--- config.mk ---
export PLATFORM = sky130hd
export DESIGN_NAME = agc_loop_param
export DESIGN_NICKNAME = d
export VERILOG_FILES = /design/src/rtl/agc_loop_param.sv
export SDC_FILE = /design/constraint.sdc
export NUM_CORES = 1
export LEC_CHECK = 0
export ABC_CLOCK_PERIOD_IN_PS = 18700
export BUFFER_PORTS_ARGS = -buffer_cell sky130_fd_sc_hd__buf_2
export CORE_ASPECT_RATIO = 0.7
export CORE_MARGIN = 2
export CORE_UTILIZATION = 30
export CTS_CLUSTER_SIZE = 30
export DETAILED_ROUTE_END_ITERATION = 10
export PLACE_DENSITY = 0.57
export SLEW_MARGIN = 20
export SYNTH_ARGS = -nofsm -noshare
export SYNTH_HDL_FRONTEND = slang
export SYNTH_SLANG_ARGS = --single-unit
--- constraint.sdc ---
create_clock -name clk -period 18.7 [get_ports clk]
set_clock_uncertainty 0.15 [all_clocks]
set_input_delay 0.935 -clock clk [delete_from_list [all_inputs] [get_ports clk]]
set_output_delay 0.935 -clock clk [all_outputs]
set_load 0.01 [all_outputs]
--- src/rtl/agc_loop_param.sv ---
// rtl/agc_loop_param.sv - closed-loop I/Q automatic gain control with saturation and hysteresis
// Gain is stepped once per measurement window, then the loop ignores SETTLE samples.
module agc_loop_param #(
  parameter int DATA_W    = 16,
  parameter int GAIN_W    = 12,
  parameter int FRAC      = 8,
  parameter int LOG2_WIN  = 6,
  parameter int SETTLE    = 16,
  parameter int TARGET    = 8192,
  parameter int HYST      = 1024,
  parameter int STEP      = 16,
  parameter int GAIN_MIN  = 16,
  parameter int GAIN_MAX  = 4095,
  parameter int GAIN_INIT = 256
) (
  input  logic                     clk,
  input  logic                     arst,
  input  logic                     in_valid,
  input  logic signed [DATA_W-1:0] in_I,
  input  logic signed [DATA_W-1:0] in_Q,
  input  logic                     agc_en,
  input  logic        [GAIN_W-1:0] manual_gain,
  output logic                     out_valid,
  output logic signed [DATA_W-1:0] out_I,
  output logic signed [DATA_W-1:0] out_Q,
  output logic                     sat,
  output logic        [GAIN_W-1:0] gain,
  output logic                     locked
);

  localparam int PW     = DATA_W + GAIN_W + 1;
  localparam int AW     = DATA_W + 1 + LOG2_WIN;
  localparam int WIN    = 1 << LOG2_WIN;
  localparam int CMAX   = (WIN > SETTLE) ? WIN : SETTLE;
  localparam int CW     = $clog2(CMAX + 1);
  localparam int GX     = GAIN_W + 1;
  localparam int SMAX_I = (1 << (DATA_W - 1)) - 1;
  localparam int HI     = TARGET + HYST;
  localparam int LO     = TARGET - HYST;

  localparam logic signed [PW-1:0] SMAX   = PW'(SMAX_I);
  localparam logic signed [PW-1:0] SMIN   = PW'(-SMAX_I - 1);
  localparam logic        [GX-1:0] STEP_X = GX'(STEP);
  localparam logic        [GX-1:0] MIN_X  = GX'(GAIN_MIN);
  localparam logic        [GX-1:0] MAX_X  = GX'(GAIN_MAX);
  localparam logic        [CW-1:0] WIN_LAST    = CW'(WIN - 1);
  localparam logic        [CW-1:0] SETTLE_LAST = CW'(SETTLE - 1);

  typedef enum logic [1:0] {ST_MEASURE, ST_DECIDE, ST_SETTLE} state_t;

  state_t            state;
  logic [AW-1:0]     acc;
  logic [CW-1:0]     cnt;
  logic [DATA_W:0]   sc_i, sc_q;
  logic [DATA_W:0]   mag_sum;
  int                mean_i;
  logic [GX-1:0]     g_ext, g_up, g_up_c, g_dn_c;
  logic [GAIN_W-1:0] dec_gain;
  logic              dec_lock;

  // Returns {clipped, saturated result}; product is kept full width so nothing wraps.
  function automatic logic [DATA_W:0] scale(input logic signed [DATA_W-1:0] x,
                                            input logic        [GAIN_W-1:0] g);
    logic signed [PW-1:0] p;
    p = PW'(x) * PW'($signed({1'b0, g}));
    p = p >>> FRAC;
    if (p > SMAX)      scale = {1'b1, SMAX[DATA_W-1:0]};
    else if (p < SMIN) scale = {1'b1, SMIN[DATA_W-1:0]};
    else               scale = {1'b0, p[DATA_W-1:0]};
  endfunction

  function automatic logic [DATA_W-1:0] mag(input logic signed [DATA_W-1:0] x);
    mag = x[DATA_W-1] ? (~x + 1'b1) : x;
  endfunction

  always_comb begin
    sc_i    = scale(in_I, gain);
    sc_q    = scale(in_Q, gain);
    mag_sum = {1'b0, mag(out_I)} + {1'b0, mag(out_Q)};
    mean_i  = int'(acc[AW-1:LOG2_WIN]);
  end

  // Step arithmetic is one bit wider than the gain so the clamps see overflow/underflow.
  always_comb begin
    g_ext    = {1'b0, gain};
    g_up     = g_ext + STEP_X;
    g_up_c   = (g_up > MAX_X) ? MAX_X : g_up;
    g_dn_c   = (g_ext < MIN_X + STEP_X) ? MIN_X : (g_ext - STEP_X);
    dec_gain = gain;
    dec_lock = 1'b0;
    if (mean_i > HI)      dec_gain = g_dn_c[GAIN_W-1:0];
    else if (mean_i < LO) dec_gain = g_up_c[GAIN_W-1:0];
    else                  dec_lock = 1'b1;
  end

  always_ff @(posedge clk or negedge arst) begin
    if (!arst) begin
      out_valid <= 1'b0;
      out_I     <= '0;
      out_Q     <= '0;
      sat       <= 1'b0;
    end else begin
      out_valid <= in_valid;
      if (in_valid) begin
        out_I <= sc_i[DATA_W-1:0];
        out_Q <= sc_q[DATA_W-1:0];
        sat   <= sc_i[DATA_W] | sc_q[DATA_W];
      end
    end
  end

  always_ff @(posedge clk or negedge arst) begin
    if (!arst) begin
      gain   <= GAIN_W'(GAIN_INIT);
      locked <= 1'b0;
      state  <= ST_MEASURE;
      acc    <= '0;
      cnt    <= '0;
    end else if (!agc_en) begin
      gain   <= manual_gain;
      locked <= 1'b0;
      state  <= ST_MEASURE;
      acc    <= '0;
      cnt    <= '0;
    end else begin
      case (state)
        ST_MEASURE: if (out_valid) begin
          acc <= acc + AW'(mag_sum);
          if (cnt == WIN_LAST) begin
            cnt   <= '0;
            state <= ST_DECIDE;
          end else begin
            cnt <= cnt + 1'b1;
          end
        end
        // Any out_valid landing in this cycle is deliberately not measured.
        ST_DECIDE: begin
          gain   <= dec_gain;
          locked <= dec_lock;
          acc    <= '0;
          cnt    <= '0;
          state  <= (dec_gain != gain) ? ST_SETTLE : ST_MEASURE;
        end
        ST_SETTLE: if (out_valid) begin
          if (cnt == SETTLE_LAST) begin
            cnt   <= '0;
            state <= ST_MEASURE;
          end else begin
            cnt <= cnt + 1'b1;
          end
        end
        default: state <= ST_MEASURE;
      endcase
    end
  end

endmodule

# --- Word-level counts from Yosys, hierarchy flattened ---
# Index checks and enable logic that the tools add are counted.
# Widths: inputs -> output; s select.
op_classes:
  add_sub_neg: 7
  mul: 2
  magnitude_cmp: 8
  eq_ne: 12
  muxes: 32
  n_bitwise: 3
  n_reduce_logical: 4
op_table:
  columns: ["op", "n"]
  rows:
  - ["$mux 12", 6]
  - ["$mux 17", 4]
  - ["$mul 16x13->29", 2]
  - ["$mux 23", 2]
  - ["$pmux 23 s2", 1]
  - ["$gt 21x16->1 const B", 2]
  - ["$lt 21x16->1 const B", 2]
  - ["$mux 7", 5]
  - ["$add 16x1->16 const B", 2]
  - ["$mux 16", 2]
  - ["$not 16->16", 2]
  - ["$add 23x17->23", 1]
  - ["$pmux 7 s3", 1]
  - ["$add 16x16->17", 1]
  - ["$gt 17x14->1 const B", 1]
  - ["$lt 17x13->1 const B", 1]
  - ["$add 12x5->13 const B", 1]
  - ["$gt 13x12->1 const B", 1]
  - ["$lt 12x6->1 const B", 1]
  - ["$mux 2", 6]
  - ["$ne 12x12->1", 1]
  - ["$ne 3x3->1 const B", 4]
  - ["$sub 12x5->12 const B", 1]
  - ["$add 7x1->7 const B", 1]
  - ["other kinds (14)", 17]
word_totals:
  register_bits: 79
  inputBits: 48
  output_inout_bits: 47
  wordCells: 77

# --- Depth between registers and ports, before layout ---
logic_depth:
  ltp_word: 9
  mapped_depth: 24
  ltp_nobuf: 21

# --- Least setup slack after synthesis ---
# Ideal clock, no wire load.
synth_path:
  path_kind: "input -> register"
  from: "in in_I[15]"
  to: "reg out_I[12]"
  setup_ns: 0.123
  arrival_time_ns: 6.801
  t_required_ns: 18.427
  path_slack_ns: 11.625
  stages: 23
  n_path_buf: 3
  path_cell_list: "clkbuf_1 > and2_1 > fa_1 > inv_1 > fa_1 > inv_1 > fa_1 > fa_1 > inv_1 > fa_1 > inv_1 > ha_1 > buf_4 > and4_4 > a41oi_1 > and2b_1 > a311o_1 > or4b_1 > a21boi_1 > o211a_1 > nand2b_4 > buf_8 > a21oi_1"
synth_via:
  elab_chain_cells: 4
  elab_cells_between_ends: 5
  classes_between: "mul (1); order compare (2); mux (2)"
synth_rtl:
  columns: ["element", "line", "text"]
  rows:
  - ["start, declared", "19", "input logic signed [DATA_W-1:0] in_I,"]
  - ["$mul 16x13->29 *", "65", "p = PW'(x) * PW'($signed({1'b0, g}));"]
  - ["$lt 21x16->1", "68", "else if (p < SMIN) scale = {1'b1, SMIN[DATA_W-1:0]};"]
  - ["$mux 17", "68", null]
  - ["$mux 17 *", "67", "if (p > SMAX) scale = {1'b1, SMAX[DATA_W-1:0]};"]
  - ["end signal, assigned", "105", "out_I <= sc_i[DATA_W-1:0];"]
  - ["end, declared", "24", "output logic signed [DATA_W-1:0] out_I,"]
# Every way passes the cells marked *; elsewhere a longest branch is shown, timed or not.
# A chain may end at the register's enable or synchronous reset.

# --- Worst setup path after layout ---
layout_path:
  from: "reg gain[1]"
  to: "reg out_I[12]"
layout_via:
  elab_chain_cells: 4
  elab_cells_between_ends: 5
  classes_between: "mul (1); order compare (2); mux (2)"
layout_rtl:
  columns: ["element", "line", "text"]
  rows:
  - ["start, declared", "27", "output logic [GAIN_W-1:0] gain,"]
  - ["start signal, assigned", "114", "gain <= GAIN_W'(GAIN_INIT);"]
  - ["start signal, assigned", "120", "gain <= manual_gain;"]
  - ["start signal, assigned", "138", "gain <= dec_gain;"]
  - ["$mul 16x13->29 *", "65", null]
  - ["$lt 21x16->1", "68", null]
  - ["$mux 17", "68", null]
  - ["$mux 17 *", "67", null]
# Marks and branches as above.

==> reports/metrics.cfg <==
[synthesis]
syn_area_um2=20200
synth_ff_type=dfrtp_1
ys_ff_latch=79
yosysSeqAreaShare_pct=9.79
synth-edff-count=0
synthesis.nets=2910
netlist_instances=2340
yosysWarningCount=0
avgSynthCellArea_um2=8.64
yosysUniqueCellTypes=91
async_flop_share_pct=100

[floorplan]
dieArea_um2=69500
num_io_pins=95
core_um2=66500
rows=79
die_h_um=221
die_w_um=314
initial_core_util_pct=30.4

[detailed_routing]
dr_total_vias=15307
drc=0
wl_um=56000
antenna_left=0
dr.first_iter.drc_count=1180
wire_per_inst_um=17.2
vias_per_cell=4.70
dr.pass1.iters=6

[status]
status=complete, no violations

[layout]
final_cell_mix=inv_1 (526), fa_1 (371), nand2_1 (285)
post-route-util_pct=32.7
mostFrequentLayoutCell=inv_1
syn_to_final_growth_pct=7.79
drive_gt1_share_pct=6.94
num-nets-final=2927
fin_area_um2=21800

[setup_path]
required_ps=18830
reg2reg_depth=21
cp_num_buf_inv=5
crit_chain=buf_4, and2_1, fa_1, inv_1, fa_1, inv_1, fa_1, fa_1, inv_1, fa_1, inv_1, ha_1, nand4_1, nor3b_1, o21ai_0, o211ai_1, mux2i_1, nand4_1, o41ai_4, o21ai_0, a21oi_1
path_depth=21
critPathKind=flop to flop
cp_common_cell=fa_1
worstPathMaxFanout=23
cp.arrival_ps=7950
critPathSlowestCell=o41ai_4
end_kind=flop
cp-start-kind=flop
critPathMaxStageDelay_ps=780
path_delay_family=adder cells

[timing]
hold_viol_final=0
fmax_ghz=0.128
period_needed_ps=7820
final.setup.tns_ps=0
period_share_pct=41.8
setup_ws_ps=10880
rsz0062_at_grt=false
setup_violations=0
worst_pin_slew_ps=966
relSlewSlack_pct=35.6
drv_slew=0

[clocking]
postCtsResizedCells=0
clock_path_buffers=2
clkTransAtPathRegs_ps=70
cts.sinks=79
cts_buffers=9
post_cts_buffers=0
clock_latency_ps=350
cts-hold-fix-buffers=0
cts_root_buf=clkbuf_16
cts_tree=built
cts.htree.levels=3

[place]
port_buffers=94
place_ws_ps=10810
dpl.hpwl_um=45400
gp_congestion=0.865
post_dp_cell_area_um2=21500

[global_route]
antenna_found_initial=17
grt_max_degree=51
grt_pass1_vias=15700
groute.usage.overall_pct=16.6
grt_pass1_wl_um=91500
overflow=0

[flow_run]
drv_cap=0

[min_path]
hold_class=input port to async pin

[cell usage after synthesis (all sizes together) (6+ instances only)]
library cell | number | area, um^2
nor2 | 88 | 330
clkbuf | 94 | 353
nand2b | 6 | 45.0
nand3 | 24 | 120
o31ai | 17 | 133
or4 | 7 | 52.6
a31oi | 9 | 56.3
xnor2 | 66 | 578
mux2 | 6 | 67.6
a21oi | 74 | 385
a21boi | 7 | 52.6
inv | 526 | 1970
a221oi | 6 | 70.1
buf | 10 | 88.8
o211ai | 11 | 82.6
a21o | 17 | 128
a211oi | 6 | 55.1
xor2 | 19 | 166
o2bb2ai | 13 | 114
and3 | 12 | 76.3
nand4 | 14 | 87.6
dfrtp | 78 | 1950
o21bai | 8 | 60.1
ha | 151 | 1890
o21a | 11 | 82.6
o21ai | 74 | 374
nor3 | 15 | 75.1
fa | 371 | 7430
a22o | 10 | 87.6
or3 | 19 | 120
nor2b | 9 | 56.3
or2 | 9 | 58.8
nand2 | 285 | 1070
and2 | 186 | 1160
[registers in the layout, summed over array words and instances, names as in the netlist]
signal,cells
acc,23
out_I,16
out_Q,16
gain,12
cnt,7
state,2
locked,1
out_valid,1
sat,1
[per-stage QoR]
step | cells | hold slack (ps)
floorplan | 2340 | 309
global placement | 3237 | 335
detailed placement | 3237 | 339
CTS | 3253 | 356
global route | 3256 | 375
finish | 3259 | 352
[final timing paths]
path / from / endpoint / slack [ps]
min in group clk: acc[0] / acc[0] / 360
worst min register to register: acc[0] / acc[0] / 360
worst max-delay path: gain[1] / out_I[12] / 10880
max in group asynchronous: arst / acc[8] / 17020
worst min-delay path: arst / cnt[5] / 350
worst max register to register: gain[1] / out_I[12] / 10880
[metal layers]
layer	track usage [%]	wire length, um	vias to the layer above
li1	-	-	7266
met1	26.6	28700	7510
met2	23.1	22000	475
met3	3.39	4700	42
met4	2.30	583	14
met5	0	90	-
[cells by family (layout without fill, tap and decap cells)]
group | after synthesis | count (layout) | synth area share (%)
AOI/OAI and AO/OA | 315 | 315 | 10.8
and+or+nand+nor | 697 | 697 | 17.1
buffers and inverters | 632 | 654 | 12.0
DFF | 79 | 79 | 9.79
muxes | 10 | 10 | 0.532
other | 0 | 6 | 0
adders and majority gates | 522 | 522 | 46.1
xor gates and xnor gates | 85 | 85 | 3.68
[layout make-up]
cell class / instances / area, um^2
clock inverter: 6 / 67.6
clock buffer: 10 / 229
multi-input combinational: 1629 / 15800
inverter: 527 / 1980
sequential: 79 / 1980
tap: 891 / 1110
fill: 6975 / 44700
antenna: 6 / 15.0
timing repair buffer: 111 / 601
Power is left out: the tool's default activity adds up to more than one toggle a clock period on the data nets, which glitch-free logic cannot reach.
